===== config.mk =====
export PLATFORM = sky130hd
export DESIGN_NAME = sonic_scheduler
export DESIGN_NICKNAME = d
export VERILOG_FILES = /design/src/rtl/sonic_pkg.sv /design/src/rtl/us_tick.sv /design/src/rtl/sonic_scheduler.sv
export SDC_FILE = /design/constraint.sdc
export NUM_CORES = 1
export LEC_CHECK = 0
export ABC_AREA = 1
export ABC_CLOCK_PERIOD_IN_PS = 6300
export BUFFER_PORTS_ARGS = -buffer_cell sky130_fd_sc_hd__buf_2
export CAP_MARGIN = 30
export CORE_MARGIN = 10
export CORE_UTILIZATION = 45
export DETAILED_ROUTE_END_ITERATION = 10
export GPL_TIMING_DRIVEN = 0
export SKIP_CTS_REPAIR_TIMING = 1
export SLEW_MARGIN = 25
export SYNTH_ARGS = -nofsm -noshare
export SYNTH_HDL_FRONTEND = slang
export SYNTH_HIERARCHICAL = 1
export SYNTH_SLANG_ARGS = --single-unit

===== constraint.sdc =====
create_clock -name clk -period 6.3 [get_ports clk]
set_input_delay 1.575 -clock clk [delete_from_list [all_inputs] [get_ports clk]]
set_output_delay 1.575 -clock clk [all_outputs]
set_load 0.01 [all_outputs]

===== src/rtl/sonic_pkg.sv =====
// rtl/sonic_pkg.sv - shared state encoding and distance constants for the sonic scheduler
package sonic_pkg;

  typedef enum logic [2:0] {
    IDLE,
    TRIG,
    WAIT_RISE,
    MEASURE,
    RESULT,
    GAP
  } state_t;

  localparam int US_PER_CM = 59;
  localparam int DIST_W = 10;
  localparam logic [DIST_W-1:0] DIST_TIMEOUT = 10'd1023;

  // Round-trip echo time in us to one-way distance in cm
  function automatic logic [DIST_W-1:0] us_to_cm(input logic [15:0] us);
    return DIST_W'(us / 16'(US_PER_CM));
  endfunction

endpackage


===== src/rtl/us_tick.sv =====
// rtl/us_tick.sv - free-running divider producing a one-cycle pulse every microsecond
module us_tick #(
  parameter int CLK_HZ = 100_000_000
) (
  input  logic clk,
  input  logic rst,
  output logic tick
);

  localparam int DIV = (CLK_HZ / 1_000_000 < 1) ? 1 : CLK_HZ / 1_000_000;
  localparam int CW = (DIV > 1) ? $clog2(DIV) : 1;

  logic [CW-1:0] cnt;

  assign tick = (cnt == CW'(DIV - 1));

  always_ff @(posedge clk or negedge rst) begin
    if (!rst) begin
      cnt <= '0;
    end else if (tick) begin
      cnt <= '0;
    end else begin
      cnt <= cnt + CW'(1);
    end
  end

endmodule


===== src/rtl/sonic_scheduler.sv =====
// rtl/sonic_scheduler.sv - round-robin trigger/echo timing shared across ultrasonic sensors
module sonic_scheduler
  import sonic_pkg::*;
#(
  parameter int N_SENSORS       = 4,
  parameter int CLK_HZ          = 100_000_000,
  parameter int TRIG_US         = 10,
  parameter int RISE_TIMEOUT_US = 2000,
  parameter int ECHO_MAX_US     = 30000,
  parameter int GAP_US          = 60000
) (
  input  logic                        clk,
  input  logic                        rst,
  input  logic                        enable,
  input  logic [N_SENSORS-1:0]        echo,
  output logic [N_SENSORS-1:0]        trig,
  output logic [DIST_W*N_SENSORS-1:0] distance,
  output logic [N_SENSORS-1:0]        timeout,
  output logic                        valid,
  output logic [2:0]                  valid_idx,
  output logic                        busy
);

  state_t state, state_next;
  logic [2:0] cur;
  logic [15:0] us_cnt;
  logic tick;
  logic res_to;

  logic [N_SENSORS-1:0] echo_s1, echo_s2, echo_s3, rise_q, fall_q;
  logic [7:0] rise8, fall8;
  logic [N_SENSORS-1:0] trig_sel;

  us_tick #(.CLK_HZ(CLK_HZ)) u_tick (
    .clk  (clk),
    .rst  (rst),
    .tick (tick)
  );

  // Every pin is synchronized so switching cur never fabricates an edge
  always_ff @(posedge clk or negedge rst) begin
    if (!rst) begin
      echo_s1 <= '0;
      echo_s2 <= '0;
      echo_s3 <= '0;
      rise_q  <= '0;
      fall_q  <= '0;
    end else begin
      echo_s1 <= echo;
      echo_s2 <= echo_s1;
      echo_s3 <= echo_s2;
      rise_q  <= echo_s2 & ~echo_s3;
      fall_q  <= ~echo_s2 & echo_s3;
    end
  end

  assign rise8    = 8'(rise_q);
  assign fall8    = 8'(fall_q);
  assign trig_sel = N_SENSORS'(8'd1 << cur);
  assign busy     = (state != IDLE);

  // Edges take priority over the timeout checks in the same cycle
  always_comb begin
    state_next = state;
    res_to     = 1'b0;
    case (state)
      IDLE:      if (enable) state_next = TRIG;
      TRIG:      if (us_cnt == 16'(TRIG_US)) state_next = WAIT_RISE;
      WAIT_RISE: begin
        if (rise8[cur]) begin
          state_next = MEASURE;
        end else if (us_cnt == 16'(RISE_TIMEOUT_US)) begin
          state_next = RESULT;
          res_to     = 1'b1;
        end
      end
      MEASURE: begin
        if (fall8[cur]) begin
          state_next = RESULT;
        end else if (us_cnt == 16'(ECHO_MAX_US)) begin
          state_next = RESULT;
          res_to     = 1'b1;
        end
      end
      RESULT:    state_next = GAP;
      GAP:       if (us_cnt == 16'(GAP_US)) state_next = enable ? TRIG : IDLE;
      default:   state_next = IDLE;
    endcase
  end

  always_ff @(posedge clk or negedge rst) begin
    if (!rst) begin
      state  <= IDLE;
      us_cnt <= '0;
      cur    <= '0;
      trig   <= '0;
    end else begin
      state <= state_next;
      if (state_next != state) begin
        us_cnt <= '0;
      end else if (tick) begin
        us_cnt <= us_cnt + 16'd1;
      end
      if (state == GAP && state_next != GAP) begin
        cur <= (cur == 3'(N_SENSORS - 1)) ? 3'd0 : cur + 3'd1;
      end
      trig <= (state == TRIG) ? trig_sel : '0;
    end
  end

  // Results land on the edge that enters RESULT, so valid and data share a cycle
  always_ff @(posedge clk or negedge rst) begin
    if (!rst) begin
      distance  <= '0;
      timeout   <= '0;
      valid     <= 1'b0;
      valid_idx <= '0;
    end else begin
      valid <= 1'b0;
      if (state_next == RESULT && state != RESULT) begin
        valid     <= 1'b1;
        valid_idx <= cur;
        for (int i = 0; i < N_SENSORS; i++) begin
          if (3'(i) == cur) begin
            distance[DIST_W*i +: DIST_W] <= res_to ? DIST_TIMEOUT : us_to_cm(us_cnt);
            timeout[i]                   <= res_to;
          end
        end
      end
    end
  end

endmodule


Word level (Yosys, flattened, before mapping)
Cells that the tools add are included.
{ "totals": {"ff_bits": 101, "input_bits": 7, "output_inout_bits": 53, "word_cells": 83} }
{ "op_classes": {"n_addsub": 3, "n_div": 1, "n_lt_le_gt_ge": 1, "eq_ne": 18, "n_shift": 1, "n_mux": 25, "bitwise_logic": 4, "reduce_logical": 10} }
{ "op_table": {"columns": ["operator", "count"], "rows": [
  ["16-bit 2-to-1 mux", 2],
  ["3-bit 2-to-1 mux", 8],
  ["3-bit case mux with 6 select lines", 1],
  ["16-bit by 1-bit adder with 16-bit output, second input constant", 1],
  ["16-bit by 6-bit divider with 16-bit output, second input constant", 1],
  ["16-bit by 11-bit == test with 1-bit output, second input constant", 1],
  ["16-bit by 15-bit == test with 1-bit output, second input constant", 1],
  ["16-bit == test, second input constant", 1],
  ["16-bit by 4-bit == test with 1-bit output, second input constant", 1],
  ["10-bit 2-to-1 mux", 1],
  ["3-bit by 2-bit == test with 1-bit output, second input constant", 3],
  ["3-bit == test, second input constant", 3],
  ["4-bit bitwise AND", 2],
  ["1-bit 2-to-1 mux", 8],
  ["4-bit NOT", 2],
  ["2-bit AND reduction", 4],
  ["7-bit by 1-bit adder with 7-bit output, second input constant", 1],
  ["7-bit == test, second input constant", 1],
  ["7-bit 2-to-1 mux", 1],
  ["1-bit binary-select mux with 3-bit select", 2],
  ["2-bit by 3-bit == test with 1-bit output, first input constant", 2],
  ["3-bit logical NOT", 2],
  ["3-bit inequality test, second input constant", 2],
  ["3-bit by 4-bit < comparator with 1-bit output, second input constant", 1],
  ["other kinds (10)", 11]
]} }

Depth between registers and ports, before layout
Gate-level depths: netlist (run 1).
{ "logic_depth": {"ltp_word": 7, "mapped_depth": 60} }

Hierarchy
The synthesis (run 1) kept the hierarchy.
{ "by_module_without_submodules": {"columns": ["module", "n_inst", "cells_per_inst", "area_per_inst_um2"], "rows": [
  ["sonic_scheduler", 1, 748, 5945.7],
  ["us_tick", 1, 42, 361.6]
]} }

Least setup slack after synthesis (run 1)
No wires, ideal clock.
{ "synth_timing": {"path_type": "register to register", "start": "register us_cnt[15]", "end": "register distance[0]", "t_arrival_ns": 5.539, "path_slack_ns": 0.645, "stages_incl_launch_ff": 58, "period_less_slack_ns": 5.655, "cell_sequence": "dfrtp_1 -> nand2_1 -> clkinv_1 -> nand3_4 -> nand2_1 -> o21ai_2 -> nand2_4 -> nand2_4 -> nand2_2 -> nand2_1 -> nand2_1 -> inv_2 -> nand2_4 -> nand2_4 -> nand2_4 -> nand2_2 -> nand3_2 -> nand2_4 -> [... 22 more ...] -> nand2_2 -> nor2_2 -> nand3_4 -> nand2_4 -> nand2_2 -> nand2_2 -> inv_1 -> ha_1 -> inv_1 -> nand2_4 -> nand3_2 -> nand2_2 -> nor2_2 -> nor2_2 -> nor2_2 -> nand3_2 -> nand2_1 -> nand2_1"} }
{ "synth_between": {"elab_chain_len": 7} }
{ "synth_lines": {"columns": ["element", "line", "source"], "rows": [
  ["from (decl)", "sonic_scheduler.sv:26", "logic [15:0] us_cnt;"],
  ["from (signal assigned)", "sonic_scheduler.sv:102", "us_cnt <= us_cnt + 16'd1;"],
  ["parallel branches: the longest is 7 deep, another holds 16-bit by 6-bit divider with 16-bit output", null, null],
  ["to (signal, indexed assignment)", "sonic_scheduler.sv:125", "distance[DIST_W*i +: DIST_W] <= res_to ? DIST_TIMEOUT : us_to_cm(us_cnt);"],
  ["to (decl)", "sonic_scheduler.sv:17", "output logic [DIST_W*N_SENSORS-1:0] distance,"]
]} }
Several ways; the timed one is not identified.
A chain may end at the register's enable or synchronous reset.

Final worst setup path (run 1)
{ "layout_timing": {"start": "register us_cnt[11]", "end": "register distance[0]"} }
The elaborated chain is that of the path after synthesis.

==> results.md, run 1 <==
Run status:
- The run finished, with violations left.
- The final reports fail on negative setup slack.

Setup path:
- The number of buffers and inverters on the critical path is 5.
- The maximum single-stage delay on the critical path is 0.43 ns.
- The type of destination of the critical path is a flip-flop.
- The most numerous cell on the critical path is nand2_4.
- In this design, the largest share of critical-path delay is due to simple AND/OR/NAND/NOR gates.
- STA classifies the critical path startpoint as a flip-flop.
- The data arrival time of the critical path is 6.67 ns.
- The setup path with the least slack is of type flip-flop to flip-flop.
- Of all nets on the critical path, the largest fanout is 7.
- The cell with the largest stage delay on the worst path is dfrtp_2.
- At the worst endpoint, the required time is 6.55 ns.

Placed design:
- The congestion estimate from routability-driven global placement came to 0.871.
- The HPWL after detailed placement is 11,600 um.
- Summing all placed instances gives a cell area of 6870 um^2.
- In this run, placement finished with an instance count of 1,031.
- In this run the tool buffered the top-level ports with 59 buffer cells.

Routing:
- After the first detailed-routing iteration, the DRC count stood at 319.
- The mean routed wirelength per cell is 14.5 um.
- Once detail routing completed, the nets flagged for antenna violations numbered 0.
- The total number of vias is 5,601.
- The number of detailed-route iterations in the first pass is 4.
- Wires add up to 16,100 um.
- The mean number of vias per cell is 5.06.
- In the routed design, unresolved DRC markers number 0.

Power:
- VDD sags by at most 0.000121 V.
- For this design the static power due to leakage is 0.00457 uW.
- The design draws 1280 uW.
- The power per unit of standard cell area is 157 nW/um^2.

Logic synthesis:
- The netlist area before placement is 6310 um^2.
- The parity-gate share of the synthesized area counting xor and xnor cells is 0.0167.
- The most common cell in the synthesized netlist is nand2_1.
- The largest total area in the synthesized netlist belongs to dfrtp_1.
- The number of nets in the synthesized netlist is 806.
- The total of warnings raised by yosys is 6.
- The number of unique standard cell types used by synthesis is 46.
- Of the post-synthesis cell area, the part taken by muxes is 0.
- The count of state elements after synthesis is 101.
- Ranked by instance count, the synthesized netlist is headed by nand2_1, inv_1, dfrtp_1.
- After technology mapping, the gate count stands at 790.
- The fraction of the mapped netlist area in simple logic gates is 0.369.
- The predominant post-synthesis flop cell is dfrtp_1.
- After synthesis, the largest family of logic cells by area is simple AND/OR/NAND/NOR gates.
- A synthesized cell averages 7.98 um^2.
- Ranked by total cell area, the synthesized netlist is headed by dfrtp_1, nand2_1, inv_1, nor2_1, nand2_4.
- The adder-cell share of the synthesized area is 0.0179.
- The share of the synthesized area in compound gates (AO/OA/AOI/OAI) came to 0.104.
- After synthesis, the share of flip-flops with an asynchronous set or reset is 1.00.
- The portion of the post-synthesis area used by sequential elements is 0.401.
- In this run, synthesis inferred 0 flip-flops with an integrated enable.
- The top cell type's share of synthesized area is 0.401.

Floorplan:
- The height of the die is 138 um.
- Pin placement for this block handled 60 I/O pins.
- The floorplan row count is 43.
- The core area is 13,800 um^2.
- The full die area is 19,200 um^2.
- The floorplan die width is 138 um.
- The initial core utilization is 0.456.

Timing:
- Setup repair after global routing could not meet its margin everywhere.
- The count of final hold-check violations is 0.
- The relative max-transition margin is 0.575.
- The share of the clock period used by the worst path after layout is 1.02.
- The final total negative setup slack is -0.422 ns.
- Clock skew on the completed layout was measured at 0.00788 ns.
- Setup violations remaining at the end of the flow were counted as 4.
- After layout, the minimum clock period comes to 6.43 ns.
- The worst setup margin is -0.127 ns.
- The final number of max-transition violations is 0.
- At the pin with the least slew margin, the transition time is 0.633 ns.
- For this run, the top clock speed supported by timing is 156 MHz.

GRT:
- The maximum number of pins on one net before global-route repair is 52.
- The total track usage is 0.155.
- The total overflow left after global routing is 0.
- The via count of the first global-routing pass is 5,120.
- The first global-routing pass estimated 25,300 um of wire.
- The number of antenna violations at the first check in global routing is 0.

Clocking:
- The deepest level of the CTS H-tree is 3.
- Clock tree synthesis found a total of 101 sinks.
- Clock-pin slew was measured on the worst setup and hold paths at 0.08 ns.
- The buffer depth of the longest clock path is 2.
- TritonCTS built the clock tree.
- Counting the buffers created by CTS gives 9.
- At the later pin of the worst-skew pair, clock insertion delay measures 0.35 ns.
- The clock root buffer master is clkbuf_16.

Final layout:
- The utilization after layout is 0.590.
- The area growth from synthesis to layout is 29.3%.
- Summing all non-filler instances in the final layout gives an area of 8160 um^2.
- The final layout contains 939 nets.
- Of the cells placed in the final design, the portion with a size suffix greater than 1 is 0.350.
- The number of diodes is 0.
- For this run, the number of standard cells in the final layout without fillers is 1,108.

Worst hold path:
- The worst min-delay path class is flip-flop to flip-flop.

Run:
- The tool flagged a number of max-cap violations equal to 0.
[area by class of cell]
| class | count | area, um^2 |
|---|---|---|
| Tap cell | 180 | 225 |
| Multi-Input combinational cell | 545 | 3680 |
| Sequential cell | 101 | 2530 |
| Clock buffer | 9 | 225 |
| Inverter | 135 | 524 |
| Clock inverter | 7 | 97.6 |
| Buffer | 9 | 68.8 |
| Timing Repair Buffer | 122 | 800 |
| Fill cell | 1225 | 5670 |
[registers in the layout, indices dropped and copies added, names as in the netlist]
signal and cells:
cur 3, echo_s3 4, rise_q 4, u_tick/cnt 7, echo_s2 4, state 3
timeout 4, echo_s1 4, us_cnt 16, valid_idx 3, trig 4, fall_q 4
distance 40, valid 1
[routing by layer]
metal	GRT usage	vias to the layer above	part of all wire
met5	0	-	0
met4	0.0461	0	0.020
met3	0.0281	23	0.029
met2	0.261	90	0.50
met1	0.197	2672	0.45
li1	-	2816	-
[power by group]
group / internal (uW) / switching, uW
Combinational: 5.22 / 15.7
Sequential: 654 / 2.55
Clock: 323 / 280
Total: 982 / 298
[worst register-to-register path: cells and delay by family, from the launching register on]
kind | cells | cell delay [ns]
and+or+nand+nor | 50 | 5.08
DFF | 1 | 0.43
buffers and inverters | 5 | 0.36
AOI/OAI and AO/OA | 2 | 0.32
adders and majority gates | 1 | 0.15
[kinds of logic after synthesis]
group,Yosys count
AOI/OAI and AO/OA,107
xor gates and xnor gates,12
adders and majority gates,9
buffers and inverters,144
DFF,101
and+or+nand+nor,417
[cell usage in the layout (no fill, tap or decap), types with 5 or more instances in the layout]
cell type,n
inv_2,18
buf_6,5
nand2_8,8
nand3_4,21
nand4_1,11
inv_1,113
o22ai_1,25
nor4_1,7
nor2_4,14
buf_4,60
xor2_1,8
a21oi_1,24
nand2_4,46
dfrtp_1,96
nand3_2,12
nand3_1,46
o21ai_0,28
nand2_2,31
buf_2,63
dfrtp_2,5
ha_1,8
nor2_1,83
nand2_1,118
nor3_1,9
clkbuf_16,9
[stage by stage]
step,worst slack [ns],hold slack (ns)
global route,-0.567,0.367
floorplan,0.645,0.331
detailed placement,-0.580,0.341
finish,-0.127,0.356
CTS,-0.601,0.359
global placement,-0.442,0.335
[path summary, 6_finish.rpt]
path	start	end	slack, ns	cells past startpoint
worst max-delay path	us_cnt[11]	distance[0]	-0.13	58
worst min-delay path	echo_s1[0]	echo_s2[0]	0.36	0
worst max register to register	us_cnt[11]	distance[0]	-0.13	58
worst min register to register	echo_s1[0]	echo_s2[0]	0.36	0
max in group asynchronous	rst	us_cnt[10]	4.50	2
min in group asynchronous	rst	distance[29]	1.16	1
Power figures use the tool's default switching activity.
==> run 2: changes to the inputs <==
ABC_CLOCK_PERIOD_IN_PS = 7300   (was 6300)
clock period = 7.3 ns   (was 6.3 ns; I/O delays follow)
==> run 2 against run 1 <==
Net effect: the run now ends clean; critical path depth is 1 higher; critical endpoint is now distance[10]; sequential share of layout area increased by 4.0 points; critical path type unchanged; cell area is 12% lower.
==> results.md, run 2 (synthesis gave the netlist of run 1 again) <==
Clocking:
- The H-tree was split into 3 levels.
- The number of buffers created by CTS is 9.
- TritonCTS built the clock tree.
- The insertion delay to the later sink of the worst-skew pair is 0.35 ns.
- CTS saw 101 sinks.
- The clock slew seen by the registers of the worst setup and hold paths is 0.08 ns.
- Counting along the longest clock path gives a buffer depth of 2.
- CTS placed an instance of clkbuf_16 at the clock tree root.

GRT:
- The via count of the first global-routing pass is 5,120.
- The met2 track demand over resource in global routing is 0.261.
- For met1 alone, demand over resource in global routing was 0.197.
- Entering global routing, the biggest net connects 52 pins.
- The first global-routing pass estimated 25,300 um of wire.
- The layer carrying the most global-route usage is met2.
- For met3 alone, demand over resource in global routing was 0.0281.
- The number of antenna violations at the first check in global routing was 0.
- The total track usage is 0.155.
- The total overflow left after global routing is 0.

Power:
- Summed over all cells, the static leakage comes to 0.00398 uW.
- The maximum VDD drop is 0.000107 V.
- Dividing total power by cell area gives a power density of 153 nW/um^2.

Timing:
- The achievable frequency is 152 MHz.
- Headroom to the max-slew limit came out at 0.593.
- After layout, the worst setup slack is 0.718 ns.
- In the final timing run, aggregate negative setup slack is 0 ns.
- The count of final setup violators is 0.
- The transition time at the pin with the least slew margin is 0.606 ns.
- Setup repair after global routing left no endpoint under its margin.
- In the finished design, the share of the clock period the worst path needs comes to 0.902.
- Subtracting the final worst setup slack from the clock period gives 6.58 ns.
- The final number of max-transition violations is 0.
- Across the routed clock network, the largest skew measured is 0.00968 ns.
- The count of final hold-check violations is 0.

Final layout:
- More flip-flops sit in one register than any other, and that register is distance.
- The utilization after layout is 0.521.
- The largest registers in the layout are distance x40, us_cnt x16, u_tick/cnt x7.
- In the layout the commonest cells are nand2_1, inv_1, dfrtp_1.
- The library cell used most frequently in the layout, excluding fill and tap cells, is nand2_1.
- The number of antenna diodes in the final layout is 0.
- The total number of nets in the final design is 879.
- The area growth from synthesis to layout is 14.3%.
- Of the cells placed in the final design, the portion with a size suffix greater than 1 is 0.256.
- The register with the most flip-flops in the layout has 40 of them.

Worst hold path:
- The launch instance of the worst min-delay path is echo_s1[0].
- In this run the worst hold path is classified as flip-flop to flip-flop.

Floorplan:
- The floorplan die width is 138 um.
- The initial utilization of the core area, before any placement, comes to 0.456.
- The core region is 13,800 um^2.
- The floorplan row count is 43.
- The die covers 19,200 um^2.
- The height of the die is 138 um.
- In this run the count of I/O pins placed on the die edge is 60.

Placed design:
- The HPWL after detailed placement is 11,600 um.
- The final weighted congestion in routability-driven placement is 0.871.
- The worst setup timing slack at the placement stage is 0.420 ns.
- The quantity of I/O buffers inserted on ports is 59.

Run status:
- The flow ran to the end, and the final reports show no timing, DRC or antenna violations.

Setup path:
- In this design, the stage delay of the slowest critical-path cell is 0.47 ns.
- For the worst setup path, the data required time is 7.55 ns.
- By instance count, the cell type seen most on the critical path is nand2_4.
- The cell with the largest stage delay on the worst path is dfrtp_1.
- The launch instance of the worst register-to-register path is us_cnt[15].
- STA classifies the critical path startpoint as a flip-flop.
- The launching element of the worst setup path is us_cnt[15].
- In this run the worst path has a maximum fanout of 10.
- The critical path is of the flip-flop to flip-flop type.
- STA classifies the critical path endpoint as a flip-flop.
- The data arrival time of the critical path is 6.83 ns.

Routing:
- The pre-antenna-repair detailed-routing pass consisted of 4 iterations.
- The routed design has 14,700 um of wire.
- After the first detailed-routing iteration, the DRC count stood at 318.
- The total number of vias is 5,257.
- Once detail routing completed, the nets flagged for antenna violations numbered 0.
- In the routed design, unresolved DRC markers number 0.
- In the final routed layout, each cell accounts on average for 14.0 um.
- In the routed layout, each cell is associated on average with a via count of 5.02.

Run:
- The max-capacitance violation count is 0.
-- run 2: cell types whose count changed in the layout (fill, tap and decap cells not counted), moves of 5 or more --
cell,previous run,this run
inv_2,18,13
buf_4,60,2
nand2_8,8,1
nand2_4,46,27
nand3_1,46,59
nand2_2,31,42
nand3_4,21,8
nand2_1,118,133
-- run 2: cell type report --
cell class,instances,area (um^2)
Timing Repair Buffer,62,342
Sequential cell,101,2530
Fill cell,1322,6620
Inverter,135,512
Clock inverter,7,97.6
Clock buffer,9,225
Buffer,9,68.8
Multi-Input combinational cell,545,3210
Tap cell,180,225
-- run 2: where the power goes --
| part | switching (uW) | internal [uW] | leakage [uW] | total (uW) |
|---|---|---|---|---|
| clock network | 240 | 279 | 0.000159 | 519 |
| logic | 13.6 | 4.50 | 0.00247 | 18.1 |
| registers | 2.22 | 564 | 0.00135 | 567 |
-- run 2: per-layer routing --
metal / vias up / share of wire
met5: - / 0
met1: 2468 / 0.46
met2: 73 / 0.49
met3: 15 / 0.036
met4: 0 / 0.015
li1: 2701 / -
-- run 2: critical path, delay by kind of cell (launching register included) --
family	cells	cell delay [ns]
compound gates	2	0.18
fa+ha+maj	1	0.15
buf+inv	5	0.46
flops	1	0.47
simple gates	51	5.17
-- run 2: worst paths after layout --
kind / endpoint / slack, ns / depth (start not counted)
min reg2reg: echo_s2[0] / 0.36 / 0
max reg2reg: distance[10] / 0.72 / 59
min: echo_s2[0] / 0.36 / 0
max in group asynchronous: us_cnt[11] / 5.25 / 2
min in group asynchronous: distance[29] / 1.41 / 1
max: distance[10] / 0.72 / 59
-- run 2: metrics by stage --
step | std cells | instance area (um^2) | total power, uW | hold WS [ns]
final | 1048 | 7210 | 1100 | 0.356
after global routing | 1048 | 7210 | 1140 | 0.367
after CTS | 1047 | 7190 | 1120 | 0.359
after detailed placement | 1031 | 6870 | 597 | 0.341
after global placement | 1029 | 6830 | 594 | 0.335
after floorplan | 790 | 6310 | 581 | 0.331
